File: src/rtl/rf_write_arbiter_if.sv
// rf_write_arbiter_if
//   Bundles the writeback request, the long-latency valid/ready handshake and
//   the register-file write port of rf_write_arbiter.
//   master : driven by the datapath side (WB stage, long-latency unit),
//            observes lu_ready, stall and the register-file write port.
//   slave  : the arbiter itself.
//   Parameter DATA_W sets the width of all data fields.
interface rf_write_arbiter_if #(
    parameter int DATA_W = 32
);
    logic              wb_valid;
    logic [4:0]        wb_rt;
    logic [4:0]        wb_rd;
    logic [1:0]        wb_regdst;
    logic [DATA_W-1:0] wb_data;
    logic              lu_valid;
    logic              lu_ready;
    logic [4:0]        lu_dst;
    logic [DATA_W-1:0] lu_data;
    logic              stall;
    logic              rf_we;
    logic [4:0]        rf_waddr;
    logic [DATA_W-1:0] rf_wdata;

    modport master (
        output wb_valid, wb_rt, wb_rd, wb_regdst, wb_data,
        output lu_valid, lu_dst, lu_data,
        input  lu_ready, stall, rf_we, rf_waddr, rf_wdata
    );

    modport slave (
        input  wb_valid, wb_rt, wb_rd, wb_regdst, wb_data,
        input  lu_valid, lu_dst, lu_data,
        output lu_ready, stall, rf_we, rf_waddr, rf_wdata
    );
endinterface

File: src/rtl/rf_write_arbiter.sv
// rf_write_arbiter
//   Shares the single register-file write port between the in-order WB stage
//   and a long-latency unit (mult/div). Long-latency results are buffered in a
//   small FIFO; WB normally wins, but after STARVE_MAX consecutive cycles of the
//   FIFO being passed over, the FIFO head is forced onto the port and the
//   pipeline is stalled for one cycle.
//
//   Ports:
//     Clk      - clock, rising edge
//     Reset_n  - asynchronous active-low reset
//     bus      - rf_write_arbiter_if.slave: WB request (wb_*), long-latency
//                handshake (lu_valid/lu_ready/lu_dst/lu_data), stall, and the
//                registered register-file write port (rf_we/rf_waddr/rf_wdata)
//
//   Parameters: DATA_W, FIFO_DEPTH (power of two, >=2), STARVE_MAX (>=1)
//
//   Build option: define RFWA_ZERO_FILTER_EN to suppress rf_we for granted
//   writes to register 0 (the grant is still consumed).
module rf_write_arbiter #(
    parameter int DATA_W     = 32,
    parameter int FIFO_DEPTH = 2,
    parameter int STARVE_MAX = 4
) (
    input  logic                Clk,
    input  logic                Reset_n,
    rf_write_arbiter_if.slave   bus
);
    localparam int PTR_W = (FIFO_DEPTH > 1) ? $clog2(FIFO_DEPTH) : 1;
    localparam int CNT_W = $clog2(FIFO_DEPTH + 1);
    localparam int ST_W  = $clog2(STARVE_MAX + 1);
    localparam logic [CNT_W-1:0] DEPTH_C  = CNT_W'(FIFO_DEPTH);
    localparam logic [ST_W-1:0]  STARVE_C = ST_W'(STARVE_MAX);

    logic [4:0]        fifo_dst  [FIFO_DEPTH];
    logic [DATA_W-1:0] fifo_data [FIFO_DEPTH];
    logic [PTR_W-1:0]  rd_ptr;
    logic [PTR_W-1:0]  wr_ptr;
    logic [CNT_W-1:0]  count;
    logic [ST_W-1:0]   starve_cnt;

    logic              fifo_ne;
    logic              starve_hit;
    logic              grant_fifo;
    logic              grant_wb;
    logic              push;
    logic              sel_we;
    logic [4:0]        sel_addr;
    logic [DATA_W-1:0] sel_data;

    // 0 -> rt, 1 -> rd, 2/3 -> link register (JAL)
    function automatic logic [4:0] wb_dest(input logic [1:0] regdst,
                                           input logic [4:0] rt,
                                           input logic [4:0] rd);
        case (regdst)
            2'd0:    return rt;
            2'd1:    return rd;
            default: return 5'd31;
        endcase
    endfunction

    assign fifo_ne    = (count != '0);
    assign starve_hit = (starve_cnt == STARVE_C);

    // Ready depends only on registered occupancy: a full FIFO refuses a push
    // even in the cycle it pops, which keeps lu_ready off the grant path.
    assign bus.lu_ready = Reset_n && (count < DEPTH_C);
    assign push         = bus.lu_valid && bus.lu_ready;

    assign grant_fifo = fifo_ne && (!bus.wb_valid || starve_hit);
    assign grant_wb   = !grant_fifo && bus.wb_valid;
    assign bus.stall  = Reset_n && bus.wb_valid && fifo_ne && starve_hit;

    always_comb begin
        sel_addr = wb_dest(bus.wb_regdst, bus.wb_rt, bus.wb_rd);
        sel_data = bus.wb_data;
        if (grant_fifo) begin
            sel_addr = fifo_dst[rd_ptr];
            sel_data = fifo_data[rd_ptr];
        end
`ifdef RFWA_ZERO_FILTER_EN
        sel_we = (grant_fifo || grant_wb) && (sel_addr != 5'd0);
`else
        sel_we = grant_fifo || grant_wb;
`endif
    end

    // FIFO storage: contents are meaningless until count covers them, so no reset.
    always_ff @(posedge Clk) begin
        if (push) begin
            fifo_dst[wr_ptr]  <= bus.lu_dst;
            fifo_data[wr_ptr] <= bus.lu_data;
        end
    end

    // Control state and registered write port
    always_ff @(posedge Clk or negedge Reset_n) begin
        if (!Reset_n) begin
            rd_ptr       <= '0;
            wr_ptr       <= '0;
            count        <= '0;
            starve_cnt   <= '0;
            bus.rf_we    <= 1'b0;
            bus.rf_waddr <= '0;
            bus.rf_wdata <= '0;
        end else begin
            bus.rf_we    <= sel_we;
            bus.rf_waddr <= sel_addr;
            bus.rf_wdata <= sel_data;

            if (push)
                wr_ptr <= wr_ptr + PTR_W'(1);
            if (grant_fifo)
                rd_ptr <= rd_ptr + PTR_W'(1);

            case ({push, grant_fifo})
                2'b10:   count <= count + CNT_W'(1);
                2'b01:   count <= count - CNT_W'(1);
                default: count <= count;
            endcase

            // Counts WB wins while the FIFO waits; any FIFO grant or an empty
            // FIFO means nobody is being starved.
            if (!fifo_ne || grant_fifo)
                starve_cnt <= '0;
            else if (grant_wb && !starve_hit)
                starve_cnt <= starve_cnt + ST_W'(1);
        end
    end
endmodule

File: src/flat_wrapper.sv
// flat-port wrapper written by rule: the top's interface ports become plain ports
module rf_write_arbiter_flat 
#(
    parameter int DATA_W     = 32,
    parameter int FIFO_DEPTH = 2,
    parameter int STARVE_MAX = 4
)
  (Clk, Reset_n, bus_wb_valid, bus_wb_rt, bus_wb_rd, bus_wb_regdst, bus_wb_data, bus_lu_valid, bus_lu_dst, bus_lu_data, bus_lu_ready, bus_stall, bus_rf_we, bus_rf_waddr, bus_rf_wdata);
  rf_write_arbiter_if #(.DATA_W(DATA_W)) bus_i ();
  input  logic Clk;
  input  logic Reset_n;
  input wire logic [$bits(bus_i.wb_valid)-1:0] bus_wb_valid;
  input wire logic [$bits(bus_i.wb_rt)-1:0] bus_wb_rt;
  input wire logic [$bits(bus_i.wb_rd)-1:0] bus_wb_rd;
  input wire logic [$bits(bus_i.wb_regdst)-1:0] bus_wb_regdst;
  input wire logic [$bits(bus_i.wb_data)-1:0] bus_wb_data;
  input wire logic [$bits(bus_i.lu_valid)-1:0] bus_lu_valid;
  input wire logic [$bits(bus_i.lu_dst)-1:0] bus_lu_dst;
  input wire logic [$bits(bus_i.lu_data)-1:0] bus_lu_data;
  output wire logic [$bits(bus_i.lu_ready)-1:0] bus_lu_ready;
  output wire logic [$bits(bus_i.stall)-1:0] bus_stall;
  output wire logic [$bits(bus_i.rf_we)-1:0] bus_rf_we;
  output wire logic [$bits(bus_i.rf_waddr)-1:0] bus_rf_waddr;
  output wire logic [$bits(bus_i.rf_wdata)-1:0] bus_rf_wdata;
  assign bus_i.wb_valid = bus_wb_valid;
  assign bus_i.wb_rt = bus_wb_rt;
  assign bus_i.wb_rd = bus_wb_rd;
  assign bus_i.wb_regdst = bus_wb_regdst;
  assign bus_i.wb_data = bus_wb_data;
  assign bus_i.lu_valid = bus_lu_valid;
  assign bus_i.lu_dst = bus_lu_dst;
  assign bus_i.lu_data = bus_lu_data;
  assign bus_lu_ready = bus_i.lu_ready;
  assign bus_stall = bus_i.stall;
  assign bus_rf_we = bus_i.rf_we;
  assign bus_rf_waddr = bus_i.rf_waddr;
  assign bus_rf_wdata = bus_i.rf_wdata;
  rf_write_arbiter #(.DATA_W(DATA_W), .FIFO_DEPTH(FIFO_DEPTH), .STARVE_MAX(STARVE_MAX)) u_core (.Clk(Clk), .Reset_n(Reset_n), .bus(bus_i));
endmodule
File: config.mk
export PLATFORM = sky130hd
export DESIGN_NAME = rf_write_arbiter_flat
export DESIGN_NICKNAME = d
export VERILOG_FILES = /design/src/rtl/rf_write_arbiter_if.sv /design/src/rtl/rf_write_arbiter.sv /design/src/flat_wrapper.sv
export SDC_FILE = /design/constraint.sdc
export NUM_CORES = 1
export LEC_CHECK = 0
export BUFFER_PORTS_ARGS = -buffer_cell sky130_fd_sc_hd__buf_4
export CORE_ASPECT_RATIO = 0.9
export CORE_MARGIN = 2
export CORE_UTILIZATION = 56
export DETAILED_ROUTE_END_ITERATION = 8
export PLACE_DENSITY = 0.84
export SLEW_MARGIN = 20
export SYNTH_ARGS = -nofsm -noshare
export SYNTH_HDL_FRONTEND = slang
export SYNTH_SLANG_ARGS = --single-unit
File: constraint.sdc
create_clock -name Clk -period 5 [get_ports Clk]
set_input_delay 0 -clock Clk [delete_from_list [all_inputs] [get_ports Clk]]
set_output_delay 0 -clock Clk [all_outputs]
set_load 0.1 [all_outputs]
==> results of run 1 <==
per-stage QoR:
step	power, uW	hold WS [ps]
2_1_floorplan	2480	-296
3_3_place_gp	2740	38.9
3_5_place_dp	2770	58.6
4_1_cts	4000	67.2
5_1_grt	4140	101
6_report	4010	52.4
where the power goes:
group,switching [uW],leakage [uW],internal (uW)
Combinational,1000,0.00137,471
Sequential,138,0.00119,1230
Clock,420,0.000268,751
Total,1560,0.00283,2460
worst paths after layout:
path	slack, ps	to	start	depth (start not counted)
hold reg to reg	550	u_core.count[0]$_DFFE_PN0P_	u_core.count[0]$_DFFE_PN0P_	1
setup / recovery	2710	u_core.bus.rf_wdata[27]$_DFF_PN0_	u_core.starve_cnt[0]$_DFFE_PN0P_	6
setup reg to reg	2710	u_core.bus.rf_wdata[27]$_DFF_PN0_	u_core.starve_cnt[0]$_DFFE_PN0P_	6
min in group Clk	220	u_core.fifo_data[0][22]$_DFFE_PP_	bus_lu_data[22]	2
max in group asynchronous	4500	u_core.rd_ptr$_DFFE_PN0N_	Reset_n	2
hold / removal	50	u_core.bus.rf_wdata[11]$_DFF_PN0_	Reset_n	2
cell usage after synthesis (3+ instances only):
| cell | n |
|---|---|
| edfxtp_1 | 74 |
| mux2_2 | 61 |
| dfrtp_1 | 45 |
| mux2i_1 | 10 |
| nor2b_1 | 6 |
| a211oi_1 | 5 |
| nor2_1 | 5 |
| buf_6 | 4 |
| ha_1 | 3 |
| inv_1 | 3 |
| mux2_4 | 3 |
| xnor2_1 | 3 |
metal layers:
metal,vias up,wire length [um],track usage (%)
met2,119,5830,45.6
met5,-,0,0
met4,0,112,7.10
li1,1337,-,-
met1,1441,3870,26.7
met3,11,608,7.90
cell families after synthesis:
family | share of synthesized area (%)
DFF | 74.1
xor gates and xnor gates | 0.969
buffers and inverters | 2.10
muxes | 18.4
and+or+nand+nor | 2.24
adders and majority gates | 0.831
AOI/OAI and AO/OA | 1.36
registers in the layout, indices dropped and copies added (netlist names):
| name | flops |
|---|---|
| u_core.wr_ptr | 1 |
| u_core.rd_ptr | 1 |
| u_core.starve_cnt | 3 |
| u_core.bus.rf_we | 1 |
| u_core.fifo_data | 64 |
| u_core.bus.rf_waddr | 5 |
| u_core.count | 2 |
| u_core.bus.rf_wdata | 32 |
| u_core.fifo_dst | 10 |
cell type report:
cell class,count,share of cell area [%]
Tap cell,99,1.78
Multi-Input combinational cell,110,15.7
Timing Repair Buffer,208,25.7
Inverter,3,0.162
Clock inverter,14,2.29
Clock buffer,18,6.02
Sequential cell,119,48.3
==> summary.md, run 1 <==
| Metric | Value |
|---|---|
| Status | `finished clean` |
| Critical Path Sink Type | `flop` |
| Post-CTS Setup Repair Bufs | `0` |
| Placed inst area | `5520 sq um` |
| CP max stage cell | `a21oi_4` |
| TritonCTS Sinks | `119` |
| Register area | `3350 sq um` |
| Most frequent cells in the layout | `125 x buf_4, 82 x dlygate4sd3_1, 74 x edfxtp_1` |
| Clk Latency, worst-skew pair | `510 ps` |
| Via-per-instance ratio | `5.09` |
| Final slew viol count | `0` |
| Gate Count Post-Synth | `241` |
| Filler cell count | `306` |
| Final Instance Area | `6940 sq um` |
| WL final | `10.4 mm` |
| EDFF count, synth | `74` |
| Critical Path Start Type | `flop` |
| DR WL/cell | `18.2 um` |
| Worst IR Drop VDD | `0.000401 V` |
| Layout cells sized above 1 | `47.2%` |
| Initial Utilization | `56.8%` |
| Clock-pin transition on the worst setup and hold timing paths | `60 ps` |
| Setup TNS Final | `0 ps` |
| DRC | `0` |
| Die Area | `8810 sq um` |
| Overflow after GRT | `0` |
| Largest net degree at the start of global routing | `48` |
| Yosys reg bits | `119` |
| Avg Cell Area, Syn | `18.8 sq um` |
| TritonCTS clock tree | `yes` |
| Syn nets | `329` |
| DRT Pass-1 Iters | `4` |
| H-tree levels | `4` |
| Max_slew headroom | `36.3%` |
| Register area share after synthesis | `74.1%` |
| Max-cap violations | `0` |
| Number of DRC markers in iteration 0 | `115` |
| Slew @ Worst Pin | `955 ps` |
| CTS Buffer Depth | `2` |
| Setup violations, final | `0` |
| Area delta synth->final | `53.6%` |
| Final WS setup | `2710 ps` |
| Static Leak | `0.00283 uW` |
| Crit path max fanout | `26` |
| Tightest Hold Check Type | `input pin to async pin` |
| Max stage delay on crit path | `470 ps` |
| Core ar. | `7950 sq um` |
| Post-DRT Antenna Nets | `0` |
| Gr usage total | `24.3%` |
| Vias in the first global route | `3120` |
| Vias | `2908` |
| Hold Violations, Final | `0` |
| Minimum clock period | `2290 ps` |
| First-pass GRT wire length | `15.5 mm` |
| Most common cell after layout, fill and taps aside | `buf_4` |
| Placement Setup Slack | `2700 ps` |
| Pwr Density | `578 nW/um^2` |
| Die Span X | `98.7 um` |
| Top post-synthesis cells by area | `edfxtp_1 49%, dfrtp_1 25%, mux2_2 15%` |
| Most used DFF post-synth | `edfxtp_1` |
| Clk_skew | `9.03 ps` |
| Initial antenna violation count | `0` |
| Synth warnings | `0` |
| Synthesized cell area | `4520 sq um` |
| Post-Layout Cell Count | `571` |
| WS Path Type | `flop to flop` |
| RSZ-0062 raised after global routing | `no` |
| Nets | `547` |
| Ordered cell list for the critical path | `inv_1 > ha_1 > nand2_1 > a21oi_4 > buf_4 > mux2_2` |
| Post-Place Cells | `456` |
| Final Util | `87.3%` |
| Post-synth cell types | `26` |
| Top achievable clock speed | `436 MHz` |
| Ports | `125` |
| Hold-fix buffer count after cts | `82` |
| Post_cts resized | `0` |
| Asr flop ratio synth | `37.8%` |
| Die H | `89.2 um` |
| Cell family with most CP delay | `buffers and inverters` |
| Post-synth top area share | `49.2%` |
| CP bufs+invs | `2` |
| Root Buffer | `clkbuf_8` |
| # rows | `31` |
| PortBufs | `124` |
| Fin crit share | `45.8%` |
| Area leader, netlist | `edfxtp_1` |
| Post-detail-place hpwl | `5.25 mm` |
| Multi-input logic area | `1090 sq um` |
| Antenna cells | `0` |
| WP data required | `5390 ps` |
| Worst endpoint data arrival time | `2680 ps` |
| CTS Buf Count | `17` |
| Placer Congestion | `0.704` |
Power figures use the tool's default switching activity.
==> run 2: changes to the inputs <==
--- a/config.mk
+++ b/config.mk
@@ -5,12 +5,13 @@
 export SDC_FILE = /design/constraint.sdc
 export NUM_CORES = 1
 export LEC_CHECK = 0
+export ABC_AREA = 1
 export BUFFER_PORTS_ARGS = -buffer_cell sky130_fd_sc_hd__buf_4
 export CORE_ASPECT_RATIO = 0.9
 export CORE_MARGIN = 2
-export CORE_UTILIZATION = 56
+export CORE_UTILIZATION = 52
 export DETAILED_ROUTE_END_ITERATION = 8
-export PLACE_DENSITY = 0.84
+export PLACE_DENSITY = 0.78
 export SLEW_MARGIN = 20
 export SYNTH_ARGS = -nofsm -noshare
 export SYNTH_HDL_FRONTEND = slang
==> constraint.sdc (replaced) <==
create_clock -name Clk -period 2.25 [get_ports Clk]
set_input_delay 0 -clock Clk [delete_from_list [all_inputs] [get_ports Clk]]
set_output_delay 0 -clock Clk [all_outputs]
set_load 0.1 [all_outputs]
==> run 2 against run 1 <==
Total power increased by 140%. Routed wire length up 11%. Synthesized area up 1.5%. Sequential share of layout area down 1.6 points. Die area rose by 8.9%. Core utilization down 3.6 points. Cell area increased by 3.3%. Register-to-register slack worse by 2400 ps. Clock-buffer cell count is 2 higher. Flip-flop and latch count stayed put. Sequential power is 120% higher. Critical path depth up 3.
==> summary.md, run 2 <==
| Metric | Value |
|---|---|
| Status | `finished clean` |
| CTS Buf Count | `17` |
| Critical Path Sink Type | `flop` |
| DRT Pass-1 Iters | `4` |
| CTS Buffer Depth | `2` |
| Tightest Hold Check Type | `input pin to async pin` |
| Top post-synthesis cells by area | `edfxtp_1 48%, dfrtp_1 25%, nand2_1 19%` |
| Post-DRT Antenna Nets | `0` |
| PortBufs | `124` |
| Via-per-instance ratio | `4.84` |
| Top achievable clock speed | `504 MHz` |
| Gate Count Post-Synth | `414` |
| Fin crit share | `88.3%` |
| Placed inst area | `5680 sq um` |
| Most frequent cells in the layout | `233 x nand2_1, 135 x buf_4, 88 x dlygate4sd3_1` |
| Static Leak | `0.00333 uW` |
| Minimum clock period | `1990 ps` |
| Setup TNS Final | `0 ps` |
| Post-synth top area share | `48.4%` |
| Die Span X | `103 um` |
| Setup violations, final | `0` |
| TritonCTS clock tree | `yes` |
| Worst IR Drop VDD | `0.00116 V` |
| WS Path Type | `flop to flop` |
| Pwr Density | `1360 nW/um^2` |
| Synth warnings | `0` |
| Hold Violations, Final | `0` |
| Max_slew headroom | `45.0%` |
| Avg Cell Area, Syn | `11.1 sq um` |
| Number of DRC markers in iteration 0 | `171` |
| Post-Place Cells | `652` |
| Clk_skew | `6.65 ps` |
| DR WL/cell | `15.0 um` |
| Clk Latency, worst-skew pair | `510 ps` |
| Filler cell count | `488` |
| Clock-pin transition on the worst setup and hold timing paths | `60 ps` |
| Die Area | `9590 sq um` |
| Syn nets | `502` |
| Root Buffer | `clkbuf_8` |
| Yosys reg bits | `119` |
| Vias in the first global route | `3941` |
| WL final | `11.6 mm` |
| Register-to-Register Path Depth | `9` |
| Initial antenna violation count | `0` |
| Post-detail-place hpwl | `6.34 mm` |
| Core ar. | `8570 sq um` |
| Die H | `93.1 um` |
| Critical Path Start Type | `flop` |
| Layout cells sized above 1 | `26.3%` |
| Vias | `3735` |
| Slew @ Worst Pin | `823 ps` |
| Nets | `728` |
| WP data required | `2700 ps` |
| DRC | `0` |
| Area leader, netlist | `edfxtp_1` |
| Post-Layout Cell Count | `772` |
| R2R setup slack | `260 ps` |
| Biggest regs | `u_core.fifo_data x64, u_core.bus.rf_wdata x32, u_core.fifo_dst x10` |
| Ports | `125` |
| Post-synth cell types | `21` |
| EDFF count, synth | `74` |
| Most frequent cell after synthesis | `nand2_1` |
| Gr usage total | `26.1%` |
| Final Instance Area | `7170 sq um` |
| Worst endpoint data arrival time | `2440 ps` |
| Post_cts resized | `0` |
| Final slew viol count | `0` |
| Crit path max fanout | `14` |
| Max-cap violations | `0` |
| Area delta synth->final | `56.3%` |
| TritonCTS Sinks | `119` |
| # rows | `32` |
| RSZ-0062 raised after global routing | `no` |
| Most common cell after layout, fill and taps aside | `nand2_1` |
| Top cells by count, synth | `233 x nand2_1, 74 x edfxtp_1, 45 x dfrtp_1, 15 x inv_1, 9 x buf_2` |
| Synthesized cell area | `4590 sq um` |
| Most flops, register | `u_core.fifo_data` |
| Asr flop ratio synth | `37.8%` |
| Register area share after synthesis | `73.0%` |
| Initial Utilization | `53.5%` |
| Largest net degree at the start of global routing | `39` |
| Antenna cells | `0` |
| H-tree levels | `4` |
| First-pass GRT wire length | `18.4 mm` |
| Placer Congestion | `0.738` |
| Max reg flops | `64` |
| Overflow after GRT | `0` |
| Most used DFF post-synth | `edfxtp_1` |
## run 2: logic make-up (layout without fill, tap and decap cells)
family / after synthesis / in the layout / share of synthesized area [%]
AO/OA/AOI/OAI: 1 / 1 / 0.191
XOR/XNOR: 3 / 3 / 0.573
adder cells (fa/ha/maj): 3 / 3 / 0.818
buffers and inverters: 31 / 270 / 3.44
flip-flops: 119 / 119 / 73.0
AND/OR/NAND/NOR: 257 / 257 / 22.0
## run 2: through the flow
stage               utilization (%)  total power, uW  hold WS (ps)  setup slack [ps]
CTS                            83.7             9740          97.8               298
floorplan                         -             5920          -296              -388
global placement               66.3             6770          -107               749
detailed placement             66.3             6830         -99.4               657
finish                         83.7             9760           120               264
global route                   83.7            10200           140               125
## run 2: worst max-delay path, cell delays in order, from the launching register on
cell,delay (ps)
dfrtp_1,380
inv_1,60
ha_1,190
nand2_1,160
nand2_2,110
nand2_1,100
buf_4,200
nand3_1,90
dlygate4sd3_1,580
nand2_1,70
## run 2: area by class of cell
type	count	area (sq um)	area share (%)
clock buffers	20	435	6.07
clock inverters	12	176	2.46
inverters	15	56.3	0.785
multi-input cells	264	1110	15.5
flip-flops and latches	119	3350	46.7
well taps	119	149	2.08
repair buffers	223	1890	26.4
## run 2: final timing paths
check | start | to
min in group Clk | bus_lu_data[6] | u_core.fifo_data[0][6]$_DFFE_PP_
setup / recovery | u_core.starve_cnt[0]$_DFFE_PN0P_ | u_core.bus.rf_waddr[2]$_DFF_PN0_
hold reg to reg | u_core.starve_cnt[0]$_DFFE_PN0P_ | u_core.starve_cnt[0]$_DFFE_PN0P_
max in group asynchronous | Reset_n | u_core.bus.rf_wdata[17]$_DFF_PN0_
setup reg to reg | u_core.starve_cnt[0]$_DFFE_PN0P_ | u_core.bus.rf_waddr[2]$_DFF_PN0_
hold / removal | Reset_n | u_core.bus.rf_wdata[28]$_DFF_PN0_
## run 2: power by group
| group | internal (uW) | switching [uW] | total (uW) | leakage (uW) |
|---|---|---|---|---|
| Sequential | 2800 | 160 | 2960 | 0.00121 |
| Combinational | 946 | 3100 | 4050 | 0.00183 |
| Clock | 1820 | 931 | 2750 | 0.000295 |
| Total | 5570 | 4200 | 9760 | 0.00333 |
## run 2: what timing repair did
item,in CTS,in global routing
endpoints found under the hold margin,161,0
setup buffers,0,0
hold buffers,88,0
## run 2: layer usage
layer	track usage (%)	vias up	routed length (um)
li1	-	1781	-
met1	30.2	1775	4420
met2	44.8	160	6040
met3	8.67	19	915
met4	9.65	0	208
met5	0	-	0
